===== src/rtl/kernel_bram_pingpong_ctrl.sv =====
// Ping-pong kernel BRAM controller: AXI-Stream writes fill one bank while the
// convolution datapath reads channel words from the other bank.
module kernel_bram_pingpong_ctrl #(
  parameter int unsigned DATA_W = 72,
  parameter int unsigned MAX_CH = 256,
  parameter int unsigned CH_W   = 9,
  parameter int unsigned ADDR_W = 8
) (
  input  logic              clk,
  input  logic              Reset,
  input  logic [CH_W-1:0]   cfg_channels,
  input  logic              load_req,
  input  logic [DATA_W-1:0] s_axis_tdata,
  input  logic              s_axis_tvalid,
  input  logic              s_axis_tlast,
  output logic              s_axis_tready,
  output logic              bram_a_en,
  output logic              bram_a_we,
  output logic [ADDR_W:0]   bram_a_addr,
  output logic [DATA_W-1:0] bram_a_din,
  input  logic              rd_req,
  input  logic              rd_next,
  output logic              bram_b_en,
  output logic [ADDR_W:0]   bram_b_addr,
  output logic              rd_valid,
  output logic              last_channel,
  output logic [1:0]        bank_full,
  output logic              load_done,
  output logic              tlast_err,
  output logic              cfg_err
);

  typedef enum logic {W_IDLE, W_LOAD}   w_state_e;
  typedef enum logic {R_IDLE, R_ACTIVE} r_state_e;

  w_state_e          w_state_q, w_state_d;
  r_state_e          r_state_q, r_state_d;
  logic [ADDR_W-1:0] a_cnt_q, a_cnt_d;
  logic [ADDR_W-1:0] b_cnt_q, b_cnt_d;
  logic [CH_W-1:0]   wch_q, wch_d;
  logic [CH_W-1:0]   rch_q, rch_d;
  logic              wb_q, wb_d;
  logic              rb_q, rb_d;
  logic [1:0]        bank_full_q, bank_full_d;
  logic [1:0]        full_set, full_clr;
  logic              rd_valid_q, rd_valid_d;
  logic              load_done_q, load_done_d;
  logic              tlast_err_q, tlast_err_d;
  logic              en_q;
  logic              beat, w_final, r_last, r_accept;

  assign cfg_err  = (cfg_channels == '0) || (cfg_channels > CH_W'(MAX_CH));
  assign beat     = (w_state_q == W_LOAD) && s_axis_tvalid;
  assign w_final  = (CH_W'(a_cnt_q) == (wch_q - CH_W'(1)));
  assign r_last   = (r_state_q == R_ACTIVE) && (CH_W'(b_cnt_q) == (rch_q - CH_W'(1)));
  assign r_accept = (r_state_q == R_ACTIVE) && rd_valid_q && rd_next;

  // A fill and a drain always target different banks, so both may apply at once.
  assign bank_full_d = (bank_full_q | full_set) & ~full_clr;

  // Write side: one kernel per load_req into bank wb.
  always_comb begin
    w_state_d   = w_state_q;
    a_cnt_d     = a_cnt_q;
    wch_d       = wch_q;
    wb_d        = wb_q;
    full_set    = 2'b00;
    load_done_d = 1'b0;
    tlast_err_d = 1'b0;
    case (w_state_q)
      W_IDLE: begin
        if (load_req && !bank_full_q[wb_q] && !cfg_err) begin
          w_state_d = W_LOAD;
          wch_d     = cfg_channels;
          a_cnt_d   = '0;
        end
      end
      W_LOAD: begin
        if (beat) begin
          if (w_final) begin
            full_set[wb_q] = 1'b1;
            wb_d           = ~wb_q;
            load_done_d    = 1'b1;
            tlast_err_d    = ~s_axis_tlast;
            a_cnt_d        = '0;
            w_state_d      = W_IDLE;
          end else if (s_axis_tlast) begin
            tlast_err_d = 1'b1;
            a_cnt_d     = '0;
            w_state_d   = W_IDLE;
          end else begin
            a_cnt_d = a_cnt_q + ADDR_W'(1);
          end
        end
      end
      default: w_state_d = W_IDLE;
    endcase
  end

  // Read side: rd_valid is the 1-cycle BRAM latency after every address change.
  always_comb begin
    r_state_d  = r_state_q;
    b_cnt_d    = b_cnt_q;
    rch_d      = rch_q;
    rb_d       = rb_q;
    full_clr   = 2'b00;
    rd_valid_d = 1'b0;
    case (r_state_q)
      R_IDLE: begin
        if (rd_req && bank_full_q[rb_q]) begin
          r_state_d = R_ACTIVE;
          rch_d     = cfg_channels;
          b_cnt_d   = '0;
        end
      end
      R_ACTIVE: begin
        if (r_accept) begin
          if (r_last) begin
            full_clr[rb_q] = 1'b1;
            rb_d           = ~rb_q;
            b_cnt_d        = '0;
            r_state_d      = R_IDLE;
          end else begin
            b_cnt_d = b_cnt_q + ADDR_W'(1);
          end
        end else begin
          rd_valid_d = 1'b1;
        end
      end
      default: r_state_d = R_IDLE;
    endcase
  end

  always_ff @(posedge clk) begin
    if (!Reset) begin
      w_state_q   <= W_IDLE;
      r_state_q   <= R_IDLE;
      a_cnt_q     <= '0;
      b_cnt_q     <= '0;
      wch_q       <= '0;
      rch_q       <= '0;
      wb_q        <= 1'b0;
      rb_q        <= 1'b0;
      bank_full_q <= 2'b00;
      rd_valid_q  <= 1'b0;
      load_done_q <= 1'b0;
      tlast_err_q <= 1'b0;
      en_q        <= 1'b0;
    end else begin
      w_state_q   <= w_state_d;
      r_state_q   <= r_state_d;
      a_cnt_q     <= a_cnt_d;
      b_cnt_q     <= b_cnt_d;
      wch_q       <= wch_d;
      rch_q       <= rch_d;
      wb_q        <= wb_d;
      rb_q        <= rb_d;
      bank_full_q <= bank_full_d;
      rd_valid_q  <= rd_valid_d;
      load_done_q <= load_done_d;
      tlast_err_q <= tlast_err_d;
      en_q        <= 1'b1;
    end
  end

  assign s_axis_tready = (w_state_q == W_LOAD);
  assign bram_a_en     = en_q;
  assign bram_a_we     = beat;
  assign bram_a_addr   = {wb_q, a_cnt_q};
  assign bram_a_din    = beat ? s_axis_tdata : '0;
  assign bram_b_en     = en_q;
  assign bram_b_addr   = {rb_q, b_cnt_q};
  assign rd_valid      = rd_valid_q;
  assign last_channel  = r_last;
  assign bank_full     = bank_full_q;
  assign load_done     = load_done_q;
  assign tlast_err     = tlast_err_q;

endmodule

===== config.mk =====
export PLATFORM = sky130hd
export DESIGN_NAME = kernel_bram_pingpong_ctrl
export DESIGN_NICKNAME = d
export VERILOG_FILES = /design/src/rtl/kernel_bram_pingpong_ctrl.sv
export SDC_FILE = /design/constraint.sdc
export NUM_CORES = 1
export LEC_CHECK = 0
export ABC_AREA = 1
export CORE_MARGIN = 2
export CORE_UTILIZATION = 35
export DETAILED_ROUTE_END_ITERATION = 8
export MAX_ROUTING_LAYER = met4
export PLACE_DENSITY = 0.83
export REMOVE_ABC_BUFFERS = 1
export SLEW_MARGIN = 10
export SYNTH_ARGS = -nofsm -noshare
export SYNTH_HDL_FRONTEND = slang
export SYNTH_SLANG_ARGS = --single-unit
export TNS_END_PERCENT = 30

===== constraint.sdc =====
create_clock -name clk -period 5 [get_ports clk]
set_input_delay 0.5 -clock clk [delete_from_list [all_inputs] [get_ports clk]]
set_output_delay 0.5 -clock clk [all_outputs]
set_load 0.05 [all_outputs]

==> run metrics <==
status finished, final reports clean; Die X 99.55 µm; via-per-instance ratio 4.733; FILL cells 804; Layout area overhead 64.72%; Post-Syn Instances 564; DR vias 4023; storage element area ~880 µm²; Reg2Reg Launch Point wch_q[0]; PostCTS Resize Cnt 0; Period minus WS final 3190 ps; Leakage Power 2.439 nW; WP data arrival between 2000 and 3000 ps; synth cell count leaders 121 x inv_1, 119 x nand2_1, 108 x nor2_1; simple-gate share of the synthesized area 36.84%; CTS Buf Count 5; RePlAce Congestion ~0.93; largest family of logic cells by synthesized area simple AND/OR/NAND/NOR gates; skew final approximately 11 ps; WHS Path Cells 2; final setup fails 0; Setup TNS Final 0 ps; Rows 34; crit share post-route between 60% and 70%; Max-slew headroom 31.33%; Die H 99.55 µm; Initial DRC Count 214; fin nets 833; synth unique cells 30; initial antenna violation count 1; Core ar. 8806 µm²; post-route ant nets 0; Final Hold Vio Count 0; Final Routed Wirelength 12680 µm; Largest delay share family, worst path buffers and inverters; Hold Crit Class flop to flop; first-pass GRT wire length roughly 19000 µm; CP max stage cell clkdlybuf4s50_1; Worst Path Buf+Inv 4; Reg clk slew, reported paths 90 ps; DRC 0; dpl cell area 5135 µm²; RR Endpoint s_axis_tready; CTS tree yes; Worst Setup End Kind primary output; Hold Startpoint wch_q[8]; worst-path maximum fanout 4; die area 9910 µm²; Post-Syn Area between 3000 and 4000 µm²; number of global-route vias before repair 3644; Multi-input gate area 1758 µm²; Max-Cap Viols 0; worst reg2reg path depth 14; Max clock buf depth 2; Synth Flop Type dfxtp_1; DPL Wire Length 10760 µm; mean post-synth cell area 5.666 µm²; synthesized flop and latch total 44; Least-Margin Pin Slew 1027 ps; clk root buf clkbuf_8; Starting Density 36.29%; Worst setup SP type flop; Top cell by count, worst path nand2_1; Clk Latency, worst-skew pair 300 ps; most numerous cell in the Yosys netlist inv_1; Crit path largest cell delay ~830 ps; All-Layer GR Usage 24.91%; Clock Sinks 44; unrepaired setup endpoints after global routing no; top achievable clock speed ~0.31 GHz; Final Slew Violations 0; cts-stage hold buffer count 0; WHS Endpoint wch_q[8]; FFs w/ async S/R, synth 0%; largest net degree at the start of global routing 80; top cell type's share of synthesized area roughly 28%; number of port buffers between 150 and 200; CP required between 4000 and 5000 ps; DR WL/cell 14.92 µm; Seq/Total Area, Yosys 27.56%; Synth Area in XOR/XNOR 4.346%; Ports between 150 and 200; setup bufs post-CTS 0; Max IR drop VDD 0.1191 mV; yosys warns 0; multiplexer share of the synthesized area 0%; GR Overflow Total 0; Post-synth EDFFs 0; Synth area leader dfxtp_1; Compound-Gate Fraction of Synth Area 11.63%; Worst R2R Setup Slack approximately 2800 ps; Synth area leaders dfxtp_1 28%, inv_1 14%, nand2_1 14%; H-tree Lvls 2; adder-cell share of the synthesized area 1.958%; WS Path Type flop to primary output; drt first pass iters 4; Design Area, Final 5264 µm²; share of layout cells above drive strength 1 between 4 and 5%; critical path, cell by cell inv_2 -> ha_1 -> nand2_1 -> inv_1 -> nor2_1 -> nand2_1 -> nor2_1 -> nand2_1 -> inv_1 -> nand2_1 -> nor2_4 -> clkdlybuf4s50_1; pwr/cell area 177.9 nW/µm²
report_power, final:
part / switching [W] / leakage (nW) / internal [W]
clock: 0.000132 / 0.0614 / 0.000164
sequential: 0.00000751 / 0.357 / 0.000357
combinational: 0.000158 / 2.02 / 0.000119
layer usage:
layer | vias up | routed length [µm] | track usage (%)
met3 | 16 | 706 | 3.795
met4 | 0 | 200 | 5.585
li1 | 2035 | - | -
met2 | 147 | 6518 | 44.23
met1 | 1825 | 5253 | 29.70
met5 | - | 0 | -
registers in the layout, summed over array words and instances, names as in the netlist:
| name | cells |
|---|---|
| wch_q | 9 |
| r_state_q | 1 |
| rb_q | 1 |
| a_cnt_q | 8 |
| rd_valid | 1 |
| bank_full | 2 |
| wb_q | 1 |
| load_done | 1 |
| bram_a_en | 1 |
| rch_q | 9 |
| b_cnt_q | 8 |
| tlast_err | 1 |
| s_axis_tready | 1 |
worst max-delay path by stage:
stage	from	to	slack, ps	depth (start not counted)
after floorplan	s_axis_tready	bram_a_din[0]	1680	2
after global placement	s_axis_tvalid	bram_a_din[3]	1440	4
after detailed placement	s_axis_tvalid	bram_a_din[43]	1400	4
after CTS	s_axis_tvalid	bram_a_din[43]	1400	4
after global routing	rch_q[0]	last_channel	1650	11
final	rch_q[0]	last_channel	1810	12
area by class of cell:
| cell class | count | area share [%] |
|---|---|---|
| Clock inverter | 2 | 0.7369 |
| Tap cell | 108 | 2.567 |
| Inverter | 127 | 9.056 |
| Multi-Input combinational cell | 373 | 33.40 |
| Sequential cell | 44 | 16.73 |
| Antenna cell | 1 | 0.04754 |
| Clock buffer | 6 | 1.569 |
| Timing Repair Buffer | 189 | 35.89 |
metrics by stage:
step           cells  worst slack [ps]  hold WS [ps]   power, W  utilization, %
6_report         850              1810         476.8  0.0009364           59.78
5_1_grt          850              1646         507.2  0.0009813           59.78
3_5_place_dp     841              1404         468.4  0.0006478           58.31
3_3_place_gp     841              1437         457.7  0.0006438           58.31
4_1_cts          849              1399         481.3  0.0009404           59.69
2_1_floorplan    544              1684         437.4  0.0005149               -
cell usage in the layout (no fill, tap or decap):
master,n
clkbuf_8,6
nand4_1,3
xor2_1,8
buf_4,1
xor2_2,1
o21bai_1,1
nand3_2,1
nor3_1,5
o21ai_0,29
a21oi_1,39
dfxtp_1,44
inv_2,6
clkinv_4,1
nand2_4,2
nand2_2,2
diode_2,1
o21a_1,1
nand3b_1,1
nor3_2,1
nand2_1,118
or2_1,1
nor2_4,3
ha_1,5
a211oi_1,1
nor2_2,7
bufinv_16,1
inv_1,121
clkdlybuf4s50_1,188
nor2_1,108
o2111ai_1,1
xnor2_1,6
nand3_1,28
and3_1,1
cell families (layout without fill, tap and decap cells):
logic type | after synthesis | in the layout
fa+ha+maj | 5 | 5
flops | 44 | 44
other cells | 0 | 1
buf+inv | 147 | 324
compound gates | 72 | 72
simple gates | 281 | 281
xor+xnor | 15 | 15
worst reg2reg max path, stage by stage, from the launching register on:
cell	delay (ps)
dfxtp_1	390
inv_2	80
ha_1	300
inv_1	40
nand2_1	50
nand2_1	50
nor2_1	120
nand2_1	60
nor2_1	80
nand3_1	120
nor2_4	180
nand2_4	110
ha_1	190
o21ai_0	150
a21oi_1	90
Note: power is estimated with default switching activity, not from simulation.
